[src/rtl/pci_host_sequencer.sv]
// pci_host_sequencer
//   Runs one offload job per accepted start:
//     1. stream num_words source words into memory at word addresses 0..N-1
//     2. raise the "go" value in the shared flag word
//     3. wait for the acknowledge value, then for the done value
//     4. clear the flag word
//     5. read RESULT_WORDS words of result set set_sel back out as res_* strobes
//   Every wait is bounded by TIMEOUT_CYCLES. On expiry the flag word is
//   cleared and timeout_err is raised; it stays up until the next job starts.
// Ports
//   clk, rst_n                         clock, async active-low reset
//   start, num_words, set_sel          job request (start ignored while busy)
//   src_valid/src_ready/src_data       load-data stream
//   mem_addr/mem_wdata/mem_we          memory write port (shared address)
//   mem_rd_req/mem_rd_ready/mem_rd_data memory read port
//   flag_rdata, flag_we/flag_wdata     shared flag word
//   res_valid/res_index/res_data       result word strobe
//   busy, done, timeout_err            job status
module pci_host_sequencer #(
  parameter logic [20:0] RESULT_BASE    = 21'h03CF96,
  parameter int          RESULT_WORDS   = 4,
  parameter logic [31:0] TIMEOUT_CYCLES = 32'd1_000_000
) (
  input  logic        clk,
  input  logic        rst_n,
  input  logic        start,
  input  logic [20:0] num_words,
  input  logic [7:0]  set_sel,
  input  logic        src_valid,
  output logic        src_ready,
  input  logic [31:0] src_data,
  output logic [20:0] mem_addr,
  output logic [31:0] mem_wdata,
  output logic        mem_we,
  output logic        mem_rd_req,
  input  logic        mem_rd_ready,
  input  logic [31:0] mem_rd_data,
  input  logic [31:0] flag_rdata,
  output logic        flag_we,
  output logic [31:0] flag_wdata,
  output logic        res_valid,
  output logic [1:0]  res_index,
  output logic [31:0] res_data,
  output logic        busy,
  output logic        done,
  output logic        timeout_err
);

  localparam logic [31:0] FLAG_GO   = 32'h0001_0000;
  localparam logic [31:0] FLAG_ACK  = 32'h0000_0002;
  localparam logic [31:0] FLAG_DONE = 32'h0000_0004;
  localparam logic [1:0]  LAST_IDX  = 2'(RESULT_WORDS - 1);

  typedef enum logic [3:0] {
    IDLE, LOAD, KICK, WAIT_ACK, WAIT_DONE, CLR, RD_REQ, RD_WAIT, FINISH, ERR
  } state_t;

  state_t      state;
  logic [20:0] n_words;
  logic [7:0]  set_r;
  logic [20:0] load_cnt;
  logic [31:0] timer;
  logic [1:0]  idx;
  logic [20:0] rd_addr;
  logic        tmo;

  // Address arithmetic is 21 bits wide, so a large set_sel wraps modulo 2^21.
  assign rd_addr = RESULT_BASE + {11'b0, set_r, 2'b00} + {19'b0, idx};
  // The timer counts 0..TIMEOUT_CYCLES-1; the cycle that would reach
  // TIMEOUT_CYCLES without seeing the awaited event goes to ERR.
  assign tmo     = (timer == TIMEOUT_CYCLES - 32'd1);

  always_ff @(posedge clk or negedge rst_n) begin
    if (!rst_n) begin
      state       <= IDLE;
      n_words     <= '0;
      set_r       <= '0;
      load_cnt    <= '0;
      timer       <= '0;
      idx         <= '0;
      timeout_err <= 1'b0;
    end else begin
      case (state)
        IDLE: if (start) begin
          // Clamp so the load can never run into the result area.
          n_words     <= (num_words > RESULT_BASE) ? RESULT_BASE : num_words;
          set_r       <= set_sel;
          load_cnt    <= '0;
          timeout_err <= 1'b0;
          state       <= (num_words == '0) ? KICK : LOAD;
        end
        LOAD: if (src_valid) begin
          load_cnt <= load_cnt + 21'd1;
          if (load_cnt == n_words - 21'd1) state <= KICK;
        end
        KICK: begin
          timer <= '0;
          state <= WAIT_ACK;
        end
        WAIT_ACK: begin
          if (flag_rdata == FLAG_ACK) begin
            timer <= '0;
            state <= WAIT_DONE;
          end else if (tmo) state <= ERR;
          else              timer <= timer + 32'd1;
        end
        WAIT_DONE: begin
          if (flag_rdata == FLAG_DONE) begin
            timer <= '0;
            state <= CLR;
          end else if (tmo) state <= ERR;
          else              timer <= timer + 32'd1;
        end
        CLR: begin
          idx   <= '0;
          state <= RD_REQ;
        end
        RD_REQ: begin
          timer <= '0;
          state <= RD_WAIT;
        end
        RD_WAIT: begin
          if (mem_rd_ready) begin
            if (idx == LAST_IDX) state <= FINISH;
            else begin
              idx   <= idx + 2'd1;
              state <= RD_REQ;
            end
          end else if (tmo) state <= ERR;
          else              timer <= timer + 32'd1;
        end
        FINISH: state <= IDLE;
        ERR: begin
          timeout_err <= 1'b1;
          state       <= IDLE;
        end
        default: state <= IDLE;
      endcase
    end
  end

  // Outputs decode the state register directly; the load path and the read
  // response pass through in the same cycle so no stream word is delayed.
  always_comb begin
    src_ready  = 1'b0;
    mem_addr   = '0;
    mem_wdata  = '0;
    mem_we     = 1'b0;
    mem_rd_req = 1'b0;
    flag_we    = 1'b0;
    flag_wdata = '0;
    res_valid  = 1'b0;
    res_index  = '0;
    res_data   = '0;
    done       = 1'b0;
    busy       = (state != IDLE);
    case (state)
      LOAD: begin
        src_ready = 1'b1;
        mem_we    = src_valid;
        mem_addr  = load_cnt;
        mem_wdata = src_data;
      end
      KICK: begin
        flag_we    = 1'b1;
        flag_wdata = FLAG_GO;
      end
      CLR, ERR: flag_we = 1'b1;
      RD_REQ: begin
        mem_rd_req = 1'b1;
        mem_addr   = rd_addr;
      end
      RD_WAIT: begin
        mem_addr = rd_addr;
        if (mem_rd_ready) begin
          res_valid = 1'b1;
          res_index = idx;
          res_data  = mem_rd_data;
        end
      end
      FINISH: done = 1'b1;
      default: ;
    endcase
  end

endmodule

[config.mk]
export PLATFORM = sky130hd
export DESIGN_NAME = pci_host_sequencer
export DESIGN_NICKNAME = d
export VERILOG_FILES = /design/src/rtl/pci_host_sequencer.sv
export SDC_FILE = /design/constraint.sdc
export NUM_CORES = 1
export LEC_CHECK = 0
export CAP_MARGIN = 20
export CORE_MARGIN = 2
export CORE_UTILIZATION = 47
export DETAILED_ROUTE_END_ITERATION = 10
export GPL_ROUTABILITY_DRIVEN = 0
export HOLD_SLACK_MARGIN = 0.06
export MAX_ROUTING_LAYER = met4
export PLACE_DENSITY = 0.86
export SLEW_MARGIN = 20
export SYNTH_ARGS = -nofsm -noshare
export SYNTH_HDL_FRONTEND = slang
export SYNTH_SLANG_ARGS = --single-unit
[constraint.sdc]
create_clock -name clk -period 8.72 [get_ports clk]
set_input_delay 1.308 -clock clk [delete_from_list [all_inputs] [get_ports clk]]
set_output_delay 1.308 -clock clk [all_outputs]
set_load 0.005 [all_outputs]
==> impl_metrics.ini, run 1 <==
[status]
status = finished, final reports clean

[timing]
setup_tns_ns = 0
fmax_mhz = 207.6
finalHoldViolations = 0
rsz0062_at_grt = no
slew_viol_final = 0
relSlewSlack_pct = 42.72
fin_skew_ns = 0.005388
period_share_pct = 55.25
setup_viol = 0
tightestPinTransition_ns = 0.8564
timing.final.crit_period_ns = 4.818

[clock_tree]
clk_pin_slew_ns = 0.06
clk_path_buf_depth = 2
clkLatencyLatePin_ns = 0.35
cts_tree = built
cts_max_level = 3
ctsHoldBuffers = 0
cts_setup_buffers = 0
clock-sinks = 89
cts_root_buffer = clkbuf_16
numCtsBuffers = 9
cts.repair.resized = 0

[synth]
yosysTopAreaCellShare_pct = 35.97
synth_enable_flop_cells = 0
synth.distinct_cells = 60
synth_area_per_cell_sq_um = 8.189
netlist_area_sq_um = 6191
syn_inst = 756
ys_seq_elements = 89
ys_seq_area_share_pct = 35.97
synth_area_leader_cell = dfrtp_1
synth_flop_cell = dfrtp_1
yosysWarningCount = 0
synthTopCellsByArea = dfrtp_1, and2_1, nand2_1
synthArstFlopShare_pct = 100.0

[floorplanning]
die_w_microns = 118.8
die_h_microns = 118.8
initial_core_util_pct = 48.66
num_io_pins = 257
num_rows = 41
core-area_sq_um = 12720
dieArea_sq_um = 14110

[routing]
ant_nets = 0
drcViolationCount = 0
viasPerCell = 5.379
dr.pass1.iters = 5
avgRoutedWirePerCell_microns = 17.84
first_iter_violations = 484
via_count = 6143
wl_microns = 20380

[final_layout]
post-route-cell-area_sq_um = 8753
final_layout_size_suffix_gt1_share_pct = 4.128
seqCellArea_sq_um = 2227
final_net_count = 1099
layout.cells.non_filler = 1142
multi_input_area_sq_um = 3669
syn2layout_area_growth_pct = 41.39
fillerInstances = 1052
utilization_pct = 68.80

[pwr]
power_density_nw_per_um2 = 185.8
p_seq_share_pct = 36.4
clockPowerShare_pct = 22.1
p_switching_mw = 0.6046
p_leak_nw = 3.557
p_comb_share_pct = 41.6
p_int_mw = 1.021
switching_share_pct = 37.19
vdd_drop_max_uv = 149.2

[grt]
antenna_found_initial = 1
grt_max_degree = 52
grt_overflow = 0
grt_pass1_vias = 5785
use_met3_pct = 6.467
grtUsageMet2_pct = 51.65
grtUsageTotal_pct = 29.79
use_met1_pct = 33.86
grt-busiest-layer = met2
grt_pass1_wl_microns = 32020

[setup_path]
critPathKind = reg -> out
path_buf_inv = 1
end_kind = primary output
crit_start = state[2]
required_ns = 7.41
startpoint_type = register
path_cells = nor2b_1, nand2_1, nor3_4, and2_1, clkdlybuf4s50_1
crit-reg2reg-launch = n_words[0]
worstPathMaxFanout = 34
max_stage_delay_ns = 0.84
critical_path.top_delay_family = simple AND/OR/NAND/NOR gates
cp_slowest_cell = nor3_4
arrival_ns = 3.51

[placement]
dp_cells = 1125
dpl_cell_area_sq_um = 8477
port_buffers = 225
dp_hpwl_microns = 16350

[min_path]
hold_start = n_words[20]
hp-class = reg -> reg

[job]
cap_viol_max_count = 0
==> cell families (layout without fill, tap and decap cells) <==
group                    Yosys count  count (layout)  share of synthesized area [%]
AND/OR/NAND/NOR                  405             405                          34.09
AO/OA/AOI/OAI                     93              93                          10.33
flip-flops                        89              89                          35.97
buffers and inverters             82             265                          6.851
XOR/XNOR                          75              75                          10.61
multiplexers                       6               6                          1.071
adder cells (fa/ha/maj)            5               5                          1.011
other                              1              32                        0.06057
==> per-stage QoR <==
stage / power, mW / worst slack, ns / hold WS [ns]
2_1_floorplan: 0.9559 / 5.255 / 0.4749
3_3_place_gp: 1.256 / 3.798 / 0.4899
3_5_place_dp: 1.268 / 4.015 / 0.5026
4_1_cts: 1.632 / 3.897 / 0.5188
5_1_grt: 1.727 / 3.533 / 0.5575
6_report: 1.626 / 3.902 / 0.5168
==> cell usage in the layout (no fill, tap or decap), drive strengths merged, types with 13 or more instances in the layout <==
cell	netlist	layout
o21ai	29	29
nand4	19	19
dfrtp	89	89
nand2	92	92
inv	17	17
and2	78	78
xnor2	38	38
conb	1	31
xor2	37	37
or3	13	13
a21oi	13	13
clkdlybuf4s50	0	224
nor3	15	15
nor2	83	83
nand3	29	29
nor4	25	25
==> layer usage <==
| layer | share of wire [%] | vias to the layer above |
|---|---|---|
| met3 | 5.8 | 28 |
| li1 | - | 2969 |
| met5 | 0 | - |
| met4 | 3.5 | 0 |
| met2 | 52 | 218 |
| met1 | 39 | 2928 |
==> final cells by class <==
class | instances | share of cell area [%]
diodes | 1 | 0.02859
inverters | 17 | 0.7290
repair buffers | 232 | 26.30
clock buffers | 10 | 2.616
flip-flops and latches | 89 | 25.44
clock inverters | 6 | 0.5146
multi-input cells | 615 | 41.91
well taps | 172 | 2.459
==> cell usage after synthesis (9+ instances only) <==
cell type  instances
nand2_1           92
dfrtp_1           89
nor2_1            83
and2_1            78
xnor2_1           38
xor2_1            37
buf_4             31
clkbuf_1          31
nand3_1           29
o21ai_0           29
nor4_1            24
nand4_1           19
inv_1             17
nor3_1            15
a21oi_1           13
or3_1             12
and3_1            11
o22a_1             9
==> final timing paths <==
| kind | end | slack (ns) | depth (start not counted) |
|---|---|---|---|
| worst min register to register | n_words[20] | 0.52 | 1 |
| max in group asynchronous | timer[28] | 6.77 | 2 |
| worst max-delay path | res_data[8] | 3.90 | 5 |
| worst min-delay path | n_words[20] | 0.52 | 1 |
| worst max register to register | state[1] | 5.09 | 9 |
| min in group asynchronous | n_words[15] | 0.92 | 1 |
==> sequential cells by signal (all words and copies together), names as in the netlist <==
signal and count:
state 4, n_words 21, load_cnt 21, timer 32
idx 2, timeout_err 1, set_r 8
==> power groups by stage <==
stage | sequential, mW | combinational (mW) | clock [mW]
5_1_grt | 0.602 | 0.740 | 0.385
4_1_cts | 0.587 | 0.680 | 0.365
3_5_place_dp | 0.594 | 0.674 | 0
2_1_floorplan | 0.553 | 0.403 | 0
3_3_place_gp | 0.590 | 0.666 | 0
6_report | 0.591 | 0.676 | 0.359
No activity file was read; power rests on OpenSTA's default activity.
==> inputs of run 2 (changes only) <==
--- a/config.mk
+++ b/config.mk
@@ -7,12 +7,12 @@
 export LEC_CHECK = 0
 export CAP_MARGIN = 20
 export CORE_MARGIN = 2
-export CORE_UTILIZATION = 47
+export CORE_UTILIZATION = 44
 export DETAILED_ROUTE_END_ITERATION = 10
 export GPL_ROUTABILITY_DRIVEN = 0
 export HOLD_SLACK_MARGIN = 0.06
 export MAX_ROUTING_LAYER = met4
-export PLACE_DENSITY = 0.86
+export PLACE_DENSITY = 0.81
 export SLEW_MARGIN = 20
 export SYNTH_ARGS = -nofsm -noshare
 export SYNTH_HDL_FRONTEND = slang
==> constraint.sdc (replaced) <==
create_clock -name clk -period 5.05 [get_ports clk]
set_input_delay 0.7575 -clock clk [delete_from_list [all_inputs] [get_ports clk]]
set_output_delay 0.7575 -clock clk [all_outputs]
set_load 0.005 [all_outputs]
==> impl_metrics.ini, run 2 (synthesized netlist as in run 1, its figures left out) <==
[status]
status = finished, final reports clean

[final_layout]
final_layout_size_suffix_gt1_share_pct = 4.132
fillerInstances = 1186
syn2layout_area_growth_pct = 41.31
final_net_count = 1098
top_regs = timer (32), load_cnt (21), n_words (21)
antenna_cells = 0
largest_reg_flops = 32
layout_commonest_cell = clkdlybuf4s50_1
layout_common_cells = clkdlybuf4s50_1, nand2_1, dfrtp_1
regMostFlops = timer

[grt]
grtUsageTotal_pct = 27.24
grt_pass1_wl_microns = 30770
grt_pass1_vias = 5769
grt_overflow = 0
antenna_found_initial = 0
grt_max_degree = 55

[clock_tree]
ctsHoldBuffers = 0
numCtsBuffers = 9
cts_max_level = 3
cts_tree = built
clk_path_buf_depth = 2
clkLatencyLatePin_ns = 0.34
cts.repair.resized = 0
clock-sinks = 89
clk_pin_slew_ns = 0.07
cts_setup_buffers = 0
cts_root_buffer = clkbuf_16

[floorplanning]
die_h_microns = 122.6
initial_core_util_pct = 44.77
num_rows = 43
num_io_pins = 257
die_w_microns = 122.6
core-area_sq_um = 13830
dieArea_sq_um = 15040

[timing]
setup_tns_ns = 0
fin_skew_ns = 0.009952
finalHoldViolations = 0
fin_ws_ns = 1.001
rsz0062_at_grt = no
fmax_mhz = 247.0
slew_viol_final = 0
period_share_pct = 80.18
timing.final.crit_period_ns = 4.049
setup_viol = 0
tightestPinTransition_ns = 0.8114
relSlewSlack_pct = 45.90

[pwr]
power_density_nw_per_um2 = 320.0
p_leak_nw = 3.561
total_power_mw = 2.800
vdd_drop_max_uv = 218.8

[routing]
viasPerCell = 5.431
wl_microns = 20130
dr.pass1.iters = 5
drcViolationCount = 0
ant_nets = 0
avgRoutedWirePerCell_microns = 17.53
via_count = 6235
first_iter_violations = 387

[setup_path]
worstPathMaxFanout = 34
path_cells = nor2b_1, nand2_1, nor3_2, buf_4, and2_1, clkdlybuf4s50_1
cp_slowest_cell = dfrtp_1
critPathKind = reg -> out
end_kind = primary output
required_ns = 4.29
max_stage_delay_ns = 0.69
startpoint_type = register
arrival_ns = 3.29

[job]
cap_viol_max_count = 0

[placement]
dp_hpwl_microns = 15630
pre_cts_slack_ns = 1.432
port_buffers = 225

[min_path]
hp-class = in -> async
==> run 2: where the power goes <==
part / switching, mW / total (mW) / internal [mW]
clock: 0.279 / 0.624 / 0.345
sequential: 0.197 / 1.03 / 0.830
combinational: 0.552 / 1.15 / 0.597
==> run 2: worst paths after layout <==
kind	startpoint	endpoint	slack [ns]	cells after the start
hold / removal	rst_n	n_words[13]	0.36	1
setup reg to reg	n_words[0]	state[1]	1.49	9
setup / recovery	state[2]	res_data[8]	1.00	6
hold reg to reg	n_words[20]	n_words[20]	0.52	1
max in group asynchronous	rst_n	timer[31]	3.63	2
min in group clk	n_words[20]	n_words[20]	0.52	1
==> run 2: layout make-up <==
cell class              instances  area (sq um)  share of cell area, %
flip-flops and latches         89          2227                  25.46
repair buffers                231          2295                  26.23
clock inverters                 5         31.28                 0.3576
well taps                     180         225.2                  2.574
clock buffers                  11         242.7                  2.775
multi-input cells             615          3664                  41.88
inverters                      17         63.81                 0.7294
==> run 2: through the flow <==
stage	instance area, sq um	utilization (%)	instances	hold WS (ns)
global route	8748	63.27	1148	0.3989
detailed placement	8474	61.29	1132	0.4962
CTS	8748	63.27	1148	0.3798
global placement	8474	61.29	1132	0.4931
finish	8748	63.27	1148	0.3608
floorplan	6304	-	786	0.4619
==> run 2: critical path, delay by kind of cell (launching register included) <==
kind	cells	cell delay [ns]
flip-flops	1	0.69
buffers and inverters	2	0.79
AND/OR/NAND/NOR	4	1.46
==> run 2: routing by layer <==
| layer | vias to the layer above | part of all wire [%] | GRT usage (%) |
|---|---|---|---|
| li1 | 2952 | - | - |
| met5 | - | 0 | - |
| met1 | 2947 | 39 | 32.96 |
| met4 | 0 | 1.7 | 6.825 |
| met3 | 24 | 7.3 | 3.485 |
| met2 | 312 | 52 | 48.13 |
==> inputs of run 3 (changes only) <==
==> constraint.sdc (replaced) <==
create_clock -name clk -period 3.83 [get_ports clk]
set_input_delay 0.5745 -clock clk [delete_from_list [all_inputs] [get_ports clk]]
set_output_delay 0.5745 -clock clk [all_outputs]
set_load 0.005 [all_outputs]
==> impl_metrics.ini, run 3 (synthesized netlist as in run 1, its figures left out) <==
[status]
status = finished, final reports clean

[setup_path]
crit-reg2reg-launch = n_words[0]
worstSetupPathDepth = 6
r2r_end = state[1]
worstPathMaxFanout = 17
path_cells = buf_4, nor2b_1, nand2_1, buf_4, o41ai_1, clkdlybuf4s50_1
cp_slowest_cell = clkdlybuf4s50_1
startpoint_type = register
crit_start = state[2]
r2r_cells = 9
max_stage_delay_ns = 0.58
rrSetupSlack_ns = 0.48
crit_top_cell = buf_4
critical_path.top_delay_family = buffers and inverters
arrival_ns = 2.80
end_kind = primary output
critPathCapture = mem_addr[10]
required_ns = 3.26
critPathKind = reg -> out
path_buf_inv = 3

[pwr]
p_leak_nw = 3.606
total_power_mw = 3.733
power_density_nw_per_um2 = 423.2
vdd_drop_max_uv = 263.4

[routing]
first_iter_violations = 350
dr.pass1.iters = 5
wl_microns = 19860
avgRoutedWirePerCell_microns = 17.19
drcViolationCount = 0
via_count = 6063
ant_nets = 0
viasPerCell = 5.249

[timing]
fin_skew_ns = 0.007362
rsz0062_at_grt = no
period_share_pct = 88.15
relSlewSlack_pct = 52.04
slew_viol_final = 0
setup_tns_ns = 0
timing.final.crit_period_ns = 3.376
fmax_mhz = 296.2
setup_viol = 0
tightestPinTransition_ns = 0.7194
finalHoldViolations = 0

[placement]
dp_hpwl_microns = 15390
port_buffers = 225
dpl_cell_area_sq_um = 8526

[final_layout]
post-route-cell-area_sq_um = 8821
top_regs = timer (32), load_cnt (21), n_words (21)
final_net_count = 1105
fillerInstances = 1179
final_layout_size_suffix_gt1_share_pct = 4.718
layout_common_cells = clkdlybuf4s50_1, nand2_1, dfrtp_1
syn2layout_area_growth_pct = 42.48
regMostFlops = timer
largest_reg_flops = 32
utilization_pct = 63.80
layout_commonest_cell = clkdlybuf4s50_1
antenna_cells = 0

[min_path]
hp-class = in -> async

[floorplanning]
num_io_pins = 257
initial_core_util_pct = 44.77
num_rows = 43
core-area_sq_um = 13830
die_h_microns = 122.6
dieArea_sq_um = 15040
die_w_microns = 122.6

[job]
cap_viol_max_count = 0

[grt]
grt_overflow = 0
grtUsageTotal_pct = 27.39
antenna_found_initial = 0
grt_max_degree = 80
grt_pass1_vias = 5825
grt_pass1_wl_microns = 30760

[clock_tree]
cts_max_level = 3
cts.repair.resized = 0
ctsHoldBuffers = 0
clk_pin_slew_ns = 0.07
cts_tree = built
clk_path_buf_depth = 2
numCtsBuffers = 9
clkLatencyLatePin_ns = 0.34
clock-sinks = 89
cts_root_buffer = clkbuf_16
cts_setup_buffers = 0
==> run 3: area by class of cell <==
class                           instances  area (sq um)  share of cell area, %
Multi-Input combinational cell        615          3662                  41.52
Tap cell                              180         225.2                  2.553
Timing Repair Buffer                  238          2351                  26.65
Clock buffer                           13         270.3                  3.064
Inverter                               17         63.81                 0.7234
Clock inverter                          3         21.27                 0.2411
Sequential cell                        89          2227                  25.25
==> run 3: worst min path at each step <==
| stage | start | endpoint | cells past startpoint |
|---|---|---|---|
| 2_1_floorplan | rst_n | idx[0] | 0 |
| 3_3_place_gp | n_words[20] | n_words[20] | 1 |
| 3_5_place_dp | n_words[20] | n_words[20] | 1 |
| 4_1_cts | rst_n | n_words[14] | 1 |
| 5_1_grt | rst_n | n_words[16] | 1 |
| 6_report | rst_n | n_words[17] | 1 |
==> run 3: metal layers <==
layer	share of wire (%)	up-vias	GRT usage, %
li1	-	2967	-
met1	40	2810	33.16
met2	50	248	45.80
met3	7.2	38	4.740
met4	3.1	0	10.34
met5	0	-	-
==> run 3: through the flow <==
stage          hold slack, ns  setup slack [ns]  instances
6_report               0.2620            0.4540       1155
5_1_grt                0.3241            0.2481       1155
2_1_floorplan          0.2789            0.7078        786
3_3_place_gp           0.4929            0.5831       1139
3_5_place_dp           0.5188            0.5062       1139
4_1_cts                0.4301            0.4992       1155
==> run 3: report_power, final <==
group          switching (mW)  leakage [nW]  internal [mW]
Clock                   0.365         0.142          0.495
Sequential              0.256          1.16           1.10
Combinational           0.727          2.30          0.795
==> run 3: worst reg2reg max path, stage by stage (launching register included) <==
cell and delay [ns]:
dfrtp_1 0.43, inv_1 0.10, ha_1 0.27, or4b_1 0.62, nor4_1 0.28, nor2b_1 0.18, a21oi_1 0.07, or4_1 0.46
or4_4 0.51, a2111oi_4 0.34
